==> src/rtl/rgb_pkg.sv <==
// Shared definitions for the RGB LED strip driver.
// Holds the controller state encoding and the default values of the
// top-level parameters (pixel word width, FIFO depth, timing field width).
package rgb_pkg;

    localparam int RGB_DATA_W_DEF     = 24;
    localparam int RGB_FIFO_DEPTH_DEF = 8;
    localparam int RGB_CNT_W_DEF      = 16;

    typedef enum logic [1:0] {
        ST_IDLE  = 2'd0,
        ST_LOAD  = 2'd1,
        ST_BIT   = 2'd2,
        ST_LATCH = 2'd3
    } rgb_state_t;

endpackage

==> src/rtl/rgb_fifo.sv <==
// Synchronous show-ahead FIFO holding pixel words plus their frame-end flag.
// Ports:
//   i_clk, i_reset         clock, synchronous active-high reset (empties FIFO)
//   i_wr_en, i_wr_data     write strobe and word; ignored while full
//   i_rd_en                pop strobe; ignored while empty
//   o_rd_data              word at the head (valid whenever !o_empty)
//   o_full, o_empty        occupancy flags
module rgb_fifo
    import rgb_pkg::*;
#(
    parameter int WORD_W     = RGB_DATA_W_DEF + 1,
    parameter int FIFO_DEPTH = RGB_FIFO_DEPTH_DEF
) (
    input  logic              i_clk,
    input  logic              i_reset,
    input  logic              i_wr_en,
    input  logic [WORD_W-1:0] i_wr_data,
    input  logic              i_rd_en,
    output logic [WORD_W-1:0] o_rd_data,
    output logic              o_full,
    output logic              o_empty
);

    localparam int AW = $clog2(FIFO_DEPTH);

    logic [WORD_W-1:0] r_mem [FIFO_DEPTH];
    // Pointers carry one extra wrap bit to tell full from empty.
    logic [AW:0]       r_wptr;
    logic [AW:0]       r_rptr;
    logic              w_push;
    logic              w_pop;

    assign o_empty   = (r_wptr == r_rptr);
    assign o_full    = (r_wptr[AW] != r_rptr[AW]) &&
                       (r_wptr[AW-1:0] == r_rptr[AW-1:0]);
    assign o_rd_data = r_mem[r_rptr[AW-1:0]];
    assign w_push    = i_wr_en && !o_full;
    assign w_pop     = i_rd_en && !o_empty;

    always_ff @(posedge i_clk) begin
        if (i_reset) begin
            r_wptr <= '0;
            r_rptr <= '0;
        end else begin
            if (w_push) r_wptr <= r_wptr + 1'b1;
            if (w_pop)  r_rptr <= r_rptr + 1'b1;
        end
    end

    always_ff @(posedge i_clk) begin
        if (w_push) r_mem[r_wptr[AW-1:0]] <= i_wr_data;
    end

endmodule

==> src/rtl/rgb_strip_driver.sv <==
// Serial driver for single-wire RGB LED strips. Pixel words are queued in a
// FIFO and shifted out MSB first; every bit is a period of clk_max ticks that
// starts high for hi_in_1 / hi_in_0 ticks. A frame ends with a low latch
// period of latch_len ticks. A tick occurs every clk_div+1 clk cycles.
// Ports:
//   clk, reset                  clock, synchronous active-high reset
//   enable                      allows a new frame to start from IDLE
//   clk_div, clk_max            prescaler and bit period (timing fields)
//   hi_in_1, hi_in_0, latch_len high times per bit value, frame latch time
//   s_valid/s_data/s_last/s_ready  pixel write port (s_ready = !fifo_full)
//   out                         registered serial line
//   no_pulse, busy              state indications
// Optional feature macro RGB_UNDERRUN_EN adds:
//   underrun_clr (in), underrun (out, sticky FIFO-underrun flag)
module rgb_strip_driver
    import rgb_pkg::*;
#(
    parameter int DATA_W     = RGB_DATA_W_DEF,
    parameter int FIFO_DEPTH = RGB_FIFO_DEPTH_DEF,
    parameter int CNT_W      = RGB_CNT_W_DEF
) (
    input  logic              clk,
    input  logic              reset,
    input  logic              enable,
    input  logic [7:0]        clk_div,
    input  logic [CNT_W-1:0]  clk_max,
    input  logic [CNT_W-1:0]  hi_in_1,
    input  logic [CNT_W-1:0]  hi_in_0,
    input  logic [CNT_W-1:0]  latch_len,
    input  logic              s_valid,
    input  logic [DATA_W-1:0] s_data,
    input  logic              s_last,
    output logic              s_ready,
`ifdef RGB_UNDERRUN_EN
    input  logic              underrun_clr,
    output logic              underrun,
`endif
    output logic              out,
    output logic              no_pulse,
    output logic              busy
);

    localparam int BIT_W = (DATA_W > 1) ? $clog2(DATA_W) : 1;

    rgb_state_t        r_state, w_state_nxt;
    logic [7:0]        r_div, r_presc, w_presc_nxt;
    logic [CNT_W-1:0]  r_max, r_hi1, r_hi0, r_latch;
    logic [CNT_W-1:0]  r_tcnt, w_tcnt_nxt;
    logic [DATA_W-1:0] r_shift, w_shift_nxt;
    logic [BIT_W-1:0]  r_bit, w_bit_nxt;
    logic              r_last, w_last_nxt;
    logic              r_out;
    logic              w_tick, w_pop, w_load, w_out_nxt;
    logic              w_full, w_empty;
    logic [DATA_W:0]   w_rd_word;
    logic [CNT_W-1:0]  w_hi1_nxt, w_hi0_nxt, w_hi_nxt;

    assign s_ready  = !w_full;
    assign out      = r_out;
    assign no_pulse = (r_state == ST_IDLE) || (r_state == ST_LATCH);
    assign busy     = (r_state != ST_IDLE);

    rgb_fifo #(
        .WORD_W     (DATA_W + 1),
        .FIFO_DEPTH (FIFO_DEPTH)
    ) u_fifo (
        .i_clk     (clk),
        .i_reset   (reset),
        .i_wr_en   (s_valid),
        .i_wr_data ({s_last, s_data}),
        .i_rd_en   (w_pop),
        .o_rd_data (w_rd_word),
        .o_full    (w_full),
        .o_empty   (w_empty)
    );

    assign w_tick = (r_presc == r_div);

    always_comb begin
        w_state_nxt = r_state;
        w_presc_nxt = r_presc;
        w_tcnt_nxt  = r_tcnt;
        w_shift_nxt = r_shift;
        w_bit_nxt   = r_bit;
        w_last_nxt  = r_last;
        w_pop       = 1'b0;
        w_load      = 1'b0;
        case (r_state)
            ST_IDLE: begin
                if (enable && !w_empty) w_state_nxt = ST_LOAD;
            end
            ST_LOAD: begin
                w_pop       = 1'b1;
                w_load      = 1'b1;
                w_shift_nxt = w_rd_word[DATA_W-1:0];
                w_last_nxt  = w_rd_word[DATA_W];
                w_bit_nxt   = BIT_W'(DATA_W - 1);
                w_presc_nxt = '0;
                w_tcnt_nxt  = '0;
                w_state_nxt = ST_BIT;
            end
            ST_BIT: begin
                w_presc_nxt = w_tick ? 8'd0 : r_presc + 8'd1;
                if (w_tick) begin
                    if (r_tcnt == r_max - CNT_W'(1)) begin
                        w_tcnt_nxt = '0;
                        if (r_bit == '0) begin
                            // Chain the next word without a gap unless the
                            // frame ended or the FIFO ran dry (underrun).
                            if (!r_last && !w_empty) begin
                                w_pop       = 1'b1;
                                w_shift_nxt = w_rd_word[DATA_W-1:0];
                                w_last_nxt  = w_rd_word[DATA_W];
                                w_bit_nxt   = BIT_W'(DATA_W - 1);
                            end else begin
                                w_state_nxt = ST_LATCH;
                            end
                        end else begin
                            w_shift_nxt = r_shift << 1;
                            w_bit_nxt   = r_bit - 1'b1;
                        end
                    end else begin
                        w_tcnt_nxt = r_tcnt + CNT_W'(1);
                    end
                end
            end
            ST_LATCH: begin
                w_presc_nxt = w_tick ? 8'd0 : r_presc + 8'd1;
                if (w_tick) begin
                    if (r_tcnt == r_latch - CNT_W'(1)) w_state_nxt = ST_IDLE;
                    else                               w_tcnt_nxt  = r_tcnt + CNT_W'(1);
                end
            end
            default: w_state_nxt = ST_IDLE;
        endcase
    end

    // The line is registered from next-state values so it stays aligned with
    // the tick counter; the LOAD edge uses the freshly sampled high times.
    assign w_hi1_nxt = w_load ? hi_in_1 : r_hi1;
    assign w_hi0_nxt = w_load ? hi_in_0 : r_hi0;
    assign w_hi_nxt  = w_shift_nxt[DATA_W-1] ? w_hi1_nxt : w_hi0_nxt;
    assign w_out_nxt = (w_state_nxt == ST_BIT) && (w_tcnt_nxt < w_hi_nxt);

    always_ff @(posedge clk) begin
        if (reset) begin
            r_state <= ST_IDLE;
            r_presc <= '0;
            r_tcnt  <= '0;
            r_shift <= '0;
            r_bit   <= '0;
            r_last  <= 1'b0;
            r_out   <= 1'b0;
        end else begin
            r_state <= w_state_nxt;
            r_presc <= w_presc_nxt;
            r_tcnt  <= w_tcnt_nxt;
            r_shift <= w_shift_nxt;
            r_bit   <= w_bit_nxt;
            r_last  <= w_last_nxt;
            r_out   <= w_out_nxt;
        end
    end

    // Timing shadows are frame-constant; zero period/latch lengths mean one tick.
    always_ff @(posedge clk) begin
        if (w_load) begin
            r_div   <= clk_div;
            r_max   <= (clk_max == '0) ? CNT_W'(1) : clk_max;
            r_hi1   <= hi_in_1;
            r_hi0   <= hi_in_0;
            r_latch <= (latch_len == '0) ? CNT_W'(1) : latch_len;
        end
    end

`ifdef RGB_UNDERRUN_EN
    logic r_underrun;
    logic w_underrun_evt;

    assign w_underrun_evt = (r_state == ST_BIT) && w_tick &&
                            (r_tcnt == r_max - CNT_W'(1)) && (r_bit == '0) &&
                            !r_last && w_empty;
    assign underrun = r_underrun;

    always_ff @(posedge clk) begin
        if (reset)               r_underrun <= 1'b0;
        else if (w_underrun_evt) r_underrun <= 1'b1;
        else if (underrun_clr)   r_underrun <= 1'b0;
    end
`endif

endmodule
==> config.mk <==
export PLATFORM = sky130hd
export DESIGN_NAME = rgb_strip_driver
export DESIGN_NICKNAME = d
export VERILOG_FILES = /design/src/rtl/rgb_pkg.sv /design/src/rtl/rgb_fifo.sv /design/src/rtl/rgb_strip_driver.sv
export SDC_FILE = /design/constraint.sdc
export NUM_CORES = 1
export LEC_CHECK = 0
export CORE_ASPECT_RATIO = 1.1
export CORE_MARGIN = 2
export CORE_UTILIZATION = 65
export CTS_BUF_LIST = sky130_fd_sc_hd__clkbuf_4 sky130_fd_sc_hd__clkbuf_8
export DETAILED_ROUTE_END_ITERATION = 8
export DONT_BUFFER_PORTS = 1
export GPL_TIMING_DRIVEN = 0
export PLACE_DENSITY_LB_ADDON = 0.08
export SLEW_MARGIN = 5
export SYNTH_ARGS = -nofsm -noshare
export SYNTH_HDL_FRONTEND = slang
export SYNTH_SLANG_ARGS = --single-unit
==> constraint.sdc <==
create_clock -name clk -period 8.9 [get_ports clk]
set_input_delay 1.78 -clock clk [delete_from_list [all_inputs] [get_ports clk]]
set_output_delay 1.78 -clock clk [all_outputs]
set_load 0.03 [all_outputs]
==> results.yml <==
detailed_routing:
  drt_pass1_iterations: 5
  drt_iter0_drc: 680
  totalWireLength_um: 34200
  vias: 9783
  ant_nets: 0
  drcViolationCount: 0
  viasPerCell: 6.21
  wire_per_inst_um: 21.7
grt:
  grt_pass1_wl_um: 52900
  grt_use_met2: 0.493
  top_usage_layer: "met2"
  grt_pass1_vias: 9909
  gr-total-overflow: 0
  antenna_found_initial: 0
  track_usage: 0.276
  met3_usage: 0.0541
  grt_max_degree: 40
  grt_use_met1: 0.327
sta:
  fin_ws_ps: 2990
  slew_viol_final: 0
  rsz0062_at_grt: "false"
  fmax_ghz: 0.169
  hold_viol: 0
  setup_tns_ps: 0
  fin_crit_ps: 5910
  slew_headroom: 0.279
  finClkSkew_ps: 17.9
  finalCritPeriodShare: 0.664
  setup_viol: 0
  worst_pin_slew_ps: 1080
critical_path:
  required_ps: 9390
  end_kind: "register"
  worstSetupPathType: "register to register"
  cp_max_fo: 10
  worst_ep_arrival_time_ps: 6400
  start_kind: "register"
yosys:
  synth_cells: 1161
  synth_common_cells: "240 x edfxtp_1, 100 x dfxtp_1, 83 x clkbuf_1"
  synth.distinct_cells: 71
  ys_warn_count: 0
  synth_top_area_frac: 0.466
  syn_nets: 1289
  synthArstFlopShare: 0
  synth_edf_count: 240
  syn_area_um2: 15500
  synthTopCellsByArea: "edfxtp_1 47%, dfxtp_1 13%, mux4_2 7.3%"
  synth_ff_type: "edfxtp_1"
  yosysMostFrequentCell: "edfxtp_1"
  synth_top_area_cell: "edfxtp_1"
  ys_seq_area_frac: 0.596
  avgSynthCellArea_um2: 13.3
  synth-seq-cells: 340
die:
  die-area_um2: 25000
  core-area_um2: 23500
  die_h_um: 166
  rows: 59
  die_w_um: 151
  start_util: 0.657
  num_io_pins: 105
cells_and_area:
  fin_area_um2: 17300
  fin_nets: 1356
  fill_cells: 1574
  n_antenna_cell: 0
  instances_no_fill: 1575
  final_layout_size_suffix_gt1_frac: 0.172
  syn_to_final_growth_pct: 11.7
worst_hold_path:
  min_path_type: "register to register"
power:
  irDropWorstVdd_v: 0.000180
  p_leak_nw: 5.96
  total_power_mw: 4.03
  p_per_area_nw_per_um2: 233
cts:
  clkLatencyLatePin_ps: 580
  cts_setup_buffers: 0
  h-tree-depth: 2
  cts_hold_buf: 0
  cts_tree: "yes"
  cts.reportedPaths.clkPinSlew_ps: 60
  root_buffer: "clkbuf_8"
  cts_sinks: 340
  cts_resized: 0
  clockBufferDepth: 3
  cts-buffers-inserted: 53
run_status:
  outcome: "finished, final reports clean"
placed_design:
  place_ws_ps: 3060
  dp_hpwl_um: 23600
  placed_cell_area_um2: 16100
  dp_cells: 1478
  gp_congestion: 0.884
  io_buffer_count: 0
job:
  maxCapViolations: 0
-- power breakdown --
part	internal, mW	total (mW)	switching, mW
Clock	0.799	1.40	0.597
Combinational	0.293	0.707	0.414
Sequential	1.86	1.92	0.0664
-- stage by stage --
stage                     utilization  hold WS [ps]
after floorplan                     -           435
after global placement          0.673           456
after detailed placement        0.684           460
after CTS                       0.734           474
after global routing            0.734           488
final                           0.734           472
-- path summary, 6_finish.rpt --
check                           cells after the start        from  slack, ps  endpoint
worst max-delay path                               21  r_latch[0]       2990       out
worst min-delay path                                1    r_hi1[2]        470  r_hi1[2]
worst max register to register                     21  r_latch[0]       2990       out
worst min register to register                      1    r_hi1[2]        470  r_hi1[2]
-- worst max-delay path, stage by stage, from the launching register on --
cell       delay, ps
edfxtp_1         480
inv_1            100
ha_1             210
nor3b_1          890
a2111oi_0        280
nor4b_1          520
a211oi_1         100
a31oi_1          590
clkbuf_1         470
nand2_1          130
xnor2_1          150
a21oi_1          210
nand2_1          110
ha_1             320
a21o_1           160
a21o_1           170
a21o_1           160
a21o_1           160
a21o_1           170
a21oi_1          140
nand3_1          120
a211oi_1         170
-- cells by family (layout without fill, tap and decap cells) --
logic type,Yosys count,count (layout),share of synthesized area
flip-flops,340,340,0.596
buffers and inverters,118,227,0.0312
multiplexers,127,127,0.125
AO/OA/AOI/OAI,188,188,0.0858
AND/OR/NAND/NOR,290,290,0.0991
adder cells (fa/ha/maj),27,27,0.0218
XOR/XNOR,71,71,0.0411
-- area by class of cell --
cell class                 count  area, um2  share of cell area
inverter                      18       67.6             0.00391
clock inverter                18        174              0.0101
clock buffer                  79        987              0.0571
tap                          305        382              0.0221
multi-input combinational    703       5830               0.337
sequential                   340       9210               0.533
buffer                       100        414              0.0240
timing repair buffer          12        215              0.0125
-- cell usage in the layout, fill, tap and decap left out, types with 6 or more instances in the layout --
cell / instances
a21boi_0: 8
nor2_1: 46
buf_1: 7
nand4_1: 16
a22o_1: 24
mux2_2: 34
buf_6: 7
a31oi_1: 11
nand2_1: 71
clkbuf_4: 16
nor4_1: 17
inv_1: 18
clkinv_1: 7
nand3_1: 18
mux2i_1: 43
o211ai_1: 6
ha_1: 26
xnor2_1: 37
mux4_2: 50
nor3b_1: 9
clkbuf_8: 63
o21ai_0: 42
nor2b_1: 16
nor2_4: 6
or3_1: 6
a21oi_1: 24
a211oi_1: 10
nand2b_1: 10
nor3_1: 23
clkbuf_1: 83
xor2_1: 33
a21o_1: 15
dfxtp_1: 100
edfxtp_1: 240
and3_1: 17
-- routing by layer --
metal,vias up,part of all wire
li1,4555,-
met1,4824,0.38
met2,318,0.53
met3,86,0.058
met4,0,0.033
met5,-,0
-- sequential cells by signal, summed over array words and instances, names as in the netlist, 8 cells and up, named ones only --
name / count
r_div: 8
r_presc: 8
u_fifo.r_mem: 200
r_max: 16
r_hi0: 16
r_tcnt: 16
r_shift: 24
r_hi1: 16
r_latch: 16
(Power assumes the default switching activity.)
